File: src/rtl/counter_bus_arbiter.sv
// rtl/counter_bus_arbiter.sv - arbitrates load/read access to a bank of counters on a shared bus
// Optional CNT_ARB_FIXED_PRI_EN selects fixed lowest-index priority instead of round-robin.
module counter_bus_arbiter #(
  parameter int NUM_CH     = 4,
  parameter int GAP_CYCLES = 1
) (
  input  logic                  clk,
  input  logic                  rst_n,
  input  logic [NUM_CH-1:0]     req_valid,
  input  logic [NUM_CH-1:0]     req_load,
  input  logic [8*NUM_CH-1:0]   req_data,
  output logic [NUM_CH-1:0]     req_ready,
  input  logic [NUM_CH-1:0]     count_req,
  output logic [NUM_CH-1:0]     cnt_en,
  output logic [NUM_CH-1:0]     cnt_load,
  output logic [7:0]            cnt_data,
  output logic [NUM_CH-1:0]     cnt_oe,
  input  logic [7:0]            bus_in,
  output logic                  rd_valid,
  output logic [7:0]            rd_data,
  output logic [2:0]            rd_id
);

  typedef enum logic [2:0] {
    S_IDLE,
    S_LOAD,
    S_DRIVE,
    S_SAMPLE,
    S_TURN
  } state_t;

  localparam logic [1:0] GAP_LAST = (GAP_CYCLES > 0) ? 2'(GAP_CYCLES - 1) : 2'd0;

  state_t      state_q, state_d;
  logic [2:0]  g_q, g_d;
  logic [7:0]  cnt_data_q, cnt_data_d;
  logic [7:0]  rd_data_q, rd_data_d;
  logic [2:0]  rd_id_q, rd_id_d;
  logic        rd_valid_q, rd_valid_d;
  logic [1:0]  gap_q, gap_d;
  logic [2:0]  win;
  logic        any_req;

`ifdef CNT_ARB_FIXED_PRI_EN
  always_comb begin
    win     = '0;
    any_req = |req_valid;
    for (int i = NUM_CH - 1; i >= 0; i--) begin
      if (req_valid[i]) win = 3'(i);
    end
  end
`else
  logic [2:0]  rr_q, rr_d;
  logic        arb_found;

  // Search starts at the pointer and wraps; first hit wins.
  always_comb begin
    win       = '0;
    arb_found = 1'b0;
    any_req   = |req_valid;
    for (int k = 0; k < NUM_CH; k++) begin
      if (!arb_found && req_valid[(int'(rr_q) + k) % NUM_CH]) begin
        win       = 3'((int'(rr_q) + k) % NUM_CH);
        arb_found = 1'b1;
      end
    end
  end
`endif

  always_comb begin
    state_d    = state_q;
    g_d        = g_q;
    cnt_data_d = cnt_data_q;
    rd_data_d  = rd_data_q;
    rd_id_d    = rd_id_q;
    rd_valid_d = 1'b0;
    gap_d      = gap_q;
`ifndef CNT_ARB_FIXED_PRI_EN
    rr_d       = rr_q;
`endif
    case (state_q)
      S_IDLE: begin
        if (any_req) begin
          g_d = win;
`ifndef CNT_ARB_FIXED_PRI_EN
          rr_d = (win == 3'(NUM_CH - 1)) ? 3'd0 : win + 3'd1;
`endif
          // Load data is captured at grant so cnt_data is stable throughout LOAD.
          if (req_load[win]) begin
            state_d    = S_LOAD;
            cnt_data_d = req_data[8*int'(win) +: 8];
          end else begin
            state_d = S_DRIVE;
          end
        end
      end
      S_LOAD:  state_d = S_IDLE;
      S_DRIVE: state_d = S_SAMPLE;
      S_SAMPLE: begin
        rd_data_d  = bus_in;
        rd_id_d    = g_q;
        rd_valid_d = 1'b1;
        if (GAP_CYCLES > 0) begin
          state_d = S_TURN;
          gap_d   = GAP_LAST;
        end else begin
          state_d = S_IDLE;
        end
      end
      S_TURN: begin
        if (gap_q == 2'd0) state_d = S_IDLE;
        else               gap_d   = gap_q - 2'd1;
      end
      default: state_d = S_IDLE;
    endcase
  end

  always_ff @(posedge clk or negedge rst_n) begin
    if (!rst_n) begin
      state_q    <= S_IDLE;
      g_q        <= '0;
      cnt_data_q <= '0;
      rd_data_q  <= '0;
      rd_id_q    <= '0;
      rd_valid_q <= 1'b0;
      gap_q      <= '0;
`ifndef CNT_ARB_FIXED_PRI_EN
      rr_q       <= '0;
`endif
    end else begin
      state_q    <= state_d;
      g_q        <= g_d;
      cnt_data_q <= cnt_data_d;
      rd_data_q  <= rd_data_d;
      rd_id_q    <= rd_id_d;
      rd_valid_q <= rd_valid_d;
      gap_q      <= gap_d;
`ifndef CNT_ARB_FIXED_PRI_EN
      rr_q       <= rr_d;
`endif
    end
  end

  // Strobes decode only registered state, keeping oe one-hot or zero.
  logic [NUM_CH-1:0] g_oh;
  assign g_oh      = {{(NUM_CH-1){1'b0}}, 1'b1} << g_q;
  assign cnt_load  = (state_q == S_LOAD) ? g_oh : '0;
  assign cnt_oe    = (state_q == S_DRIVE || state_q == S_SAMPLE) ? g_oh : '0;
  assign req_ready = (state_q == S_LOAD || state_q == S_SAMPLE) ? g_oh : '0;
  assign cnt_en    = count_req & ~cnt_oe;
  assign cnt_data  = cnt_data_q;
  assign rd_valid  = rd_valid_q;
  assign rd_data   = rd_data_q;
  assign rd_id     = rd_id_q;

endmodule

File: config.mk
export PLATFORM = sky130hd
export DESIGN_NAME = counter_bus_arbiter
export DESIGN_NICKNAME = d
export VERILOG_FILES = /design/src/rtl/counter_bus_arbiter.sv
export SDC_FILE = /design/constraint.sdc
export NUM_CORES = 1
export LEC_CHECK = 0
export ABC_CLOCK_PERIOD_IN_PS = 3600
export CAP_MARGIN = 20
export CORE_MARGIN = 2
export CORE_UTILIZATION = 42
export DETAILED_ROUTE_END_ITERATION = 7
export PLACE_DENSITY_LB_ADDON = 0.08
export SYNTH_ARGS = -nofsm -noshare
export SYNTH_HDL_FRONTEND = slang
export SYNTH_SLANG_ARGS = --single-unit
File: constraint.sdc
create_clock -name clk -period 3.6 [get_ports clk]
set_input_delay 0.9 -clock clk [delete_from_list [all_inputs] [get_ports clk]]
set_output_delay 0.9 -clock clk [all_outputs]
set_load 0.005 [all_outputs]
==> results.env <==
CP_DATA_ARRIVAL_TIME_NS=3.09
CP-STARTPOINT='req_valid[0]'
TIGHTEST_SLEW_NS=0.508
REMAINING_ANTENNA_VIOLATION_COUNT=0
SYNTH_AREA_LEADER_CELL='dfrtp_1'
YOSYSUNIQUECELLTYPES=32
WORSTPATHREQUIRED_NS=3.76
P_PER_AREA_mW_PER_MM2=700
MAXSLEWHEADROOM_PCT=65.7
FINAL_HOLD_VIO_COUNT=0
REPORT.POWER.TOTAL_W=0.00183
WORST_SETUP_PATH_START_KIND='primary input'
CORE_AREA_MM2=0.00369
DESIGN.DIE.AREA_MM2=0.00439
SYNTH_ASYNC_SR_FLOP_SHARE_PCT=100
GRT_START_MAX_NET_PINS=29
WORSTSETUPENDPOINT='cnt_data[7]$_DFFE_PN0P_'
AVGVIACOUNTPERCELL=4.91
SYN_AREA_PER_CELL_UM2=9.81
FLOORPLAN.IO_PINS=90
START_UTIL_PCT=44.1
MIN_PERIOD_NS=2.93
DRT_FIRST_ITER_VIOLATIONS=22
CLOCK_SINKS=28
SYNTH.FF_LATCH_COUNT=28
CRITICAL_PATH_PEAK_FANOUT=8
SYNTH_TOP_AREA_SHARE_PCT=43.0
PATH_CLASS='in2reg'
SYN-CELL-AREA_MM2=0.00163
CLK_TRANSITION_REPORTED_PATHS_NS=0.09
YS.FLOP_TYPE='dfrtp_1'
WORSTSETUPPATHDEPTH=7
CLOCK_TREE.HTREE_LEVEL_COUNT=1
TRACK_USAGE_PCT=18.2
REGTOREGSETUPSLACK_NS=1.27
FMAX_MHz=341
NUM-NETS-FINAL=309
ROOT_BUFFER='clkbuf_8'
GRT_OVERFLOW=0
GRT_FIRST_PASS_WIRELENGTH_UM=6300
SYNTH_MOST_COMMON_CELL='nand2_1'
SYNTH_EDF_COUNT=0
PLACEMENT_ROWS=22
CRIT_CHAIN='clkdlybuf4s50_1 > mux2i_1 > nor2_1 > a311oi_4 > mux2i_1 > o22a_1 > mux2_4'
R2R-START='rr_q[1]$_DFFE_PN0P_'
IO_BUFFER_COUNT=88
POSTROUTEWIRELENGTH_UM=3760
STATUS='completed'
DRT-WIRELENGTH-PER-CELL_UM=12.5
CTS_MAX_PATH_BUFFERS=2
TIMING.CRITICAL_PATH.MAX_DELAY_FAMILY='compound AO/OA/AOI/OAI gates'
IRDROPWORSTVDD_V=0.000374
CLOCK_NETWORK_LATENCY_TO_THE_LATER_PIN_OF_THE_WORST_SKEW_PAIR_NS=0.27
RSZ0062_AT_GRT='no'
PLACE.DETAILED.HPWL_UM=2990
CHIPHEIGHT_UM=66.3
DIE-WIDTH_UM=66.3
SYNTH_WARNINGS=0
NETLIST_TOP_CELLS_AREA='dfrtp_1 43%, mux2i_1 17%, mux2_4 7.4%, nand2_1 7.4%, nor2_1 3.2%'
CPMOSTUSEDCELL='mux2i_1'
AREA_GROWTH_PCT=61.0
SLEW_VIOLATIONS=0
FINAL_REPORT_SETUP_VIOLATION_COUNT=0
MAPPEDNETLISTNETS=221
DRT_PASS1_ITERATIONS=4
GRT_PASS1_VIAS=1416
WORST_CLOCK_SKEW_NS=0.00412
SLOWEST_STAGE='clkdlybuf4s50_1'
DRCVIOLATIONCOUNT=0
FF2FF_PATH_DEPTH=6
REGTOREGENDPOINT='cnt_data[7]$_DFFE_PN0P_'
CTS_POST_SETUP_BUFFERS_INSERTED=0
ROUTED_VIAS=1477
CTS_TREE='built'
SYN_INST=166
CTS_BUFFER_COUNT=3
POWER.STATIC_LEAKAGE_nW=1.18
GRT_ANTENNA_BEFORE_REPAIR=0
MAXCAPVIOLCOUNT=0
POST-ROUTE-PERIOD-UTIL_PCT=81.5
COMMONEST_CELLS_IN_THE_SYNTHESIZED_NETLIST='32 x nand2_1, 28 x dfrtp_1, 28 x mux2i_1'
LAYOUT_SETUP_WS_NS=0.667
FINAL.SETUP.TNS_NS=0
FRACTION_OF_FINAL_LAYOUT_CELLS_SIZED_BEYOND_DRIVE_STRENGTH_1_PCT=7.51
NUM_ANTENNA_CELLS=0
HOLD_PATH_CLASS='reg2reg'
CTSHOLDBUFFERS=0
WORSTSETUPENDPOINTTYPE='flip-flop'
WORST-PATH-BUF-INV=1
CRITPATHMAXSTAGEDELAY_NS=0.51
SYNTH.YOSYS.SEQ_AREA_SHARE_PCT=43.0
POST_CTS.RESIZED_INSTANCES=0
GLOBALPLACE.CONGESTION=0.772
PRECTSSETUPSLACK_NS=0.355
[metrics by stage]
| step | hold slack [ns] | std cells | cell area [um^2] | utilization (%) |
|---|---|---|---|---|
| floorplan | 0.469 | 166 | 1630 | - |
| global placement | 0.458 | 297 | 2550 | 69.1 |
| detailed placement | 0.465 | 297 | 2550 | 69.1 |
| CTS | 0.488 | 301 | 2620 | 71.0 |
| global route | 0.518 | 301 | 2620 | 71.0 |
| finish | 0.483 | 301 | 2620 | 71.0 |
[layout make-up]
| class | count | area, um^2 |
|---|---|---|
| Clock buffer | 3 | 41.3 |
| Clock inverter | 1 | 30.0 |
| Fill cell | 294 | 1070 |
| Inverter | 6 | 22.5 |
| Multi-Input combinational cell | 124 | 862 |
| Sequential cell | 28 | 701 |
| Tap cell | 48 | 60.1 |
| Timing Repair Buffer | 91 | 903 |
[cells by family after synthesis]
logic type / synth area share, %
and+or+nand+nor: 18.4
muxes: 25.3
other: 0.230
buffers and inverters: 4.69
DFF: 43.0
xor gates and xnor gates: 0.538
AOI/OAI and AO/OA: 6.99
adders and majority gates: 0.769
[sequential cells by signal, indices dropped and copies added, names as in the netlist]
register  count
g_q           2
state_q       3
cnt_data      8
rr_q          2
gap_q         2
rd_id         2
rd_data       8
rd_valid      1
[worst register-to-register path, cell delays in order, from the launching register on]
cell,delay [ns]
dfrtp_1,0.50
mux2i_1,0.22
nor2_1,0.08
a311oi_4,0.33
mux2i_1,0.28
o22a_1,0.47
mux2_4,0.35
[layer usage]
layer	wire length, um	global-route usage, %	share of wire (%)
met1	1750	25.3	47
met2	1680	29.3	45
met3	294	4.09	7.8
met4	29	3.57	0.77
met5	0	0	0
[layout by cell type, fill, tap and decap left out, types with 2 or more instances in the layout]
cell,instances
a21oi_1,7
nor2b_1,4
nand2_1,32
buf_4,3
inv_1,5
o21ai_0,2
mux2_4,8
nor3_1,5
a211oi_1,2
mux2i_1,28
or2_1,3
dfrtp_1,28
clkdlybuf4s50_1,88
clkbuf_8,3
nor2_1,14
nand2b_1,5
[power by group]
group	internal, W	switching (W)	total, W
Clock	0.000149	0.0000909	0.000240
Sequential	0.000462	0.000123	0.000585
Combinational	0.000607	0.000403	0.00101
[worst min-delay path by stage]
stage	endpoint	cells past startpoint	startpoint	slack, ns
after floorplan	gap_q[0]$_DFFE_PN0P_	1	gap_q[0]$_DFFE_PN0P_	0.47
after global placement	rd_data[4]$_DFFE_PN0P_	2	rd_data[4]$_DFFE_PN0P_	0.46
after detailed placement	rd_data[7]$_DFFE_PN0P_	2	rd_data[7]$_DFFE_PN0P_	0.46
after CTS	rd_data[2]$_DFFE_PN0P_	2	rd_data[2]$_DFFE_PN0P_	0.49
after global routing	rd_data[1]$_DFFE_PN0P_	2	rd_data[1]$_DFFE_PN0P_	0.52
final	rd_data[2]$_DFFE_PN0P_	2	rd_data[2]$_DFFE_PN0P_	0.48
Power figures use the tool's default switching activity.
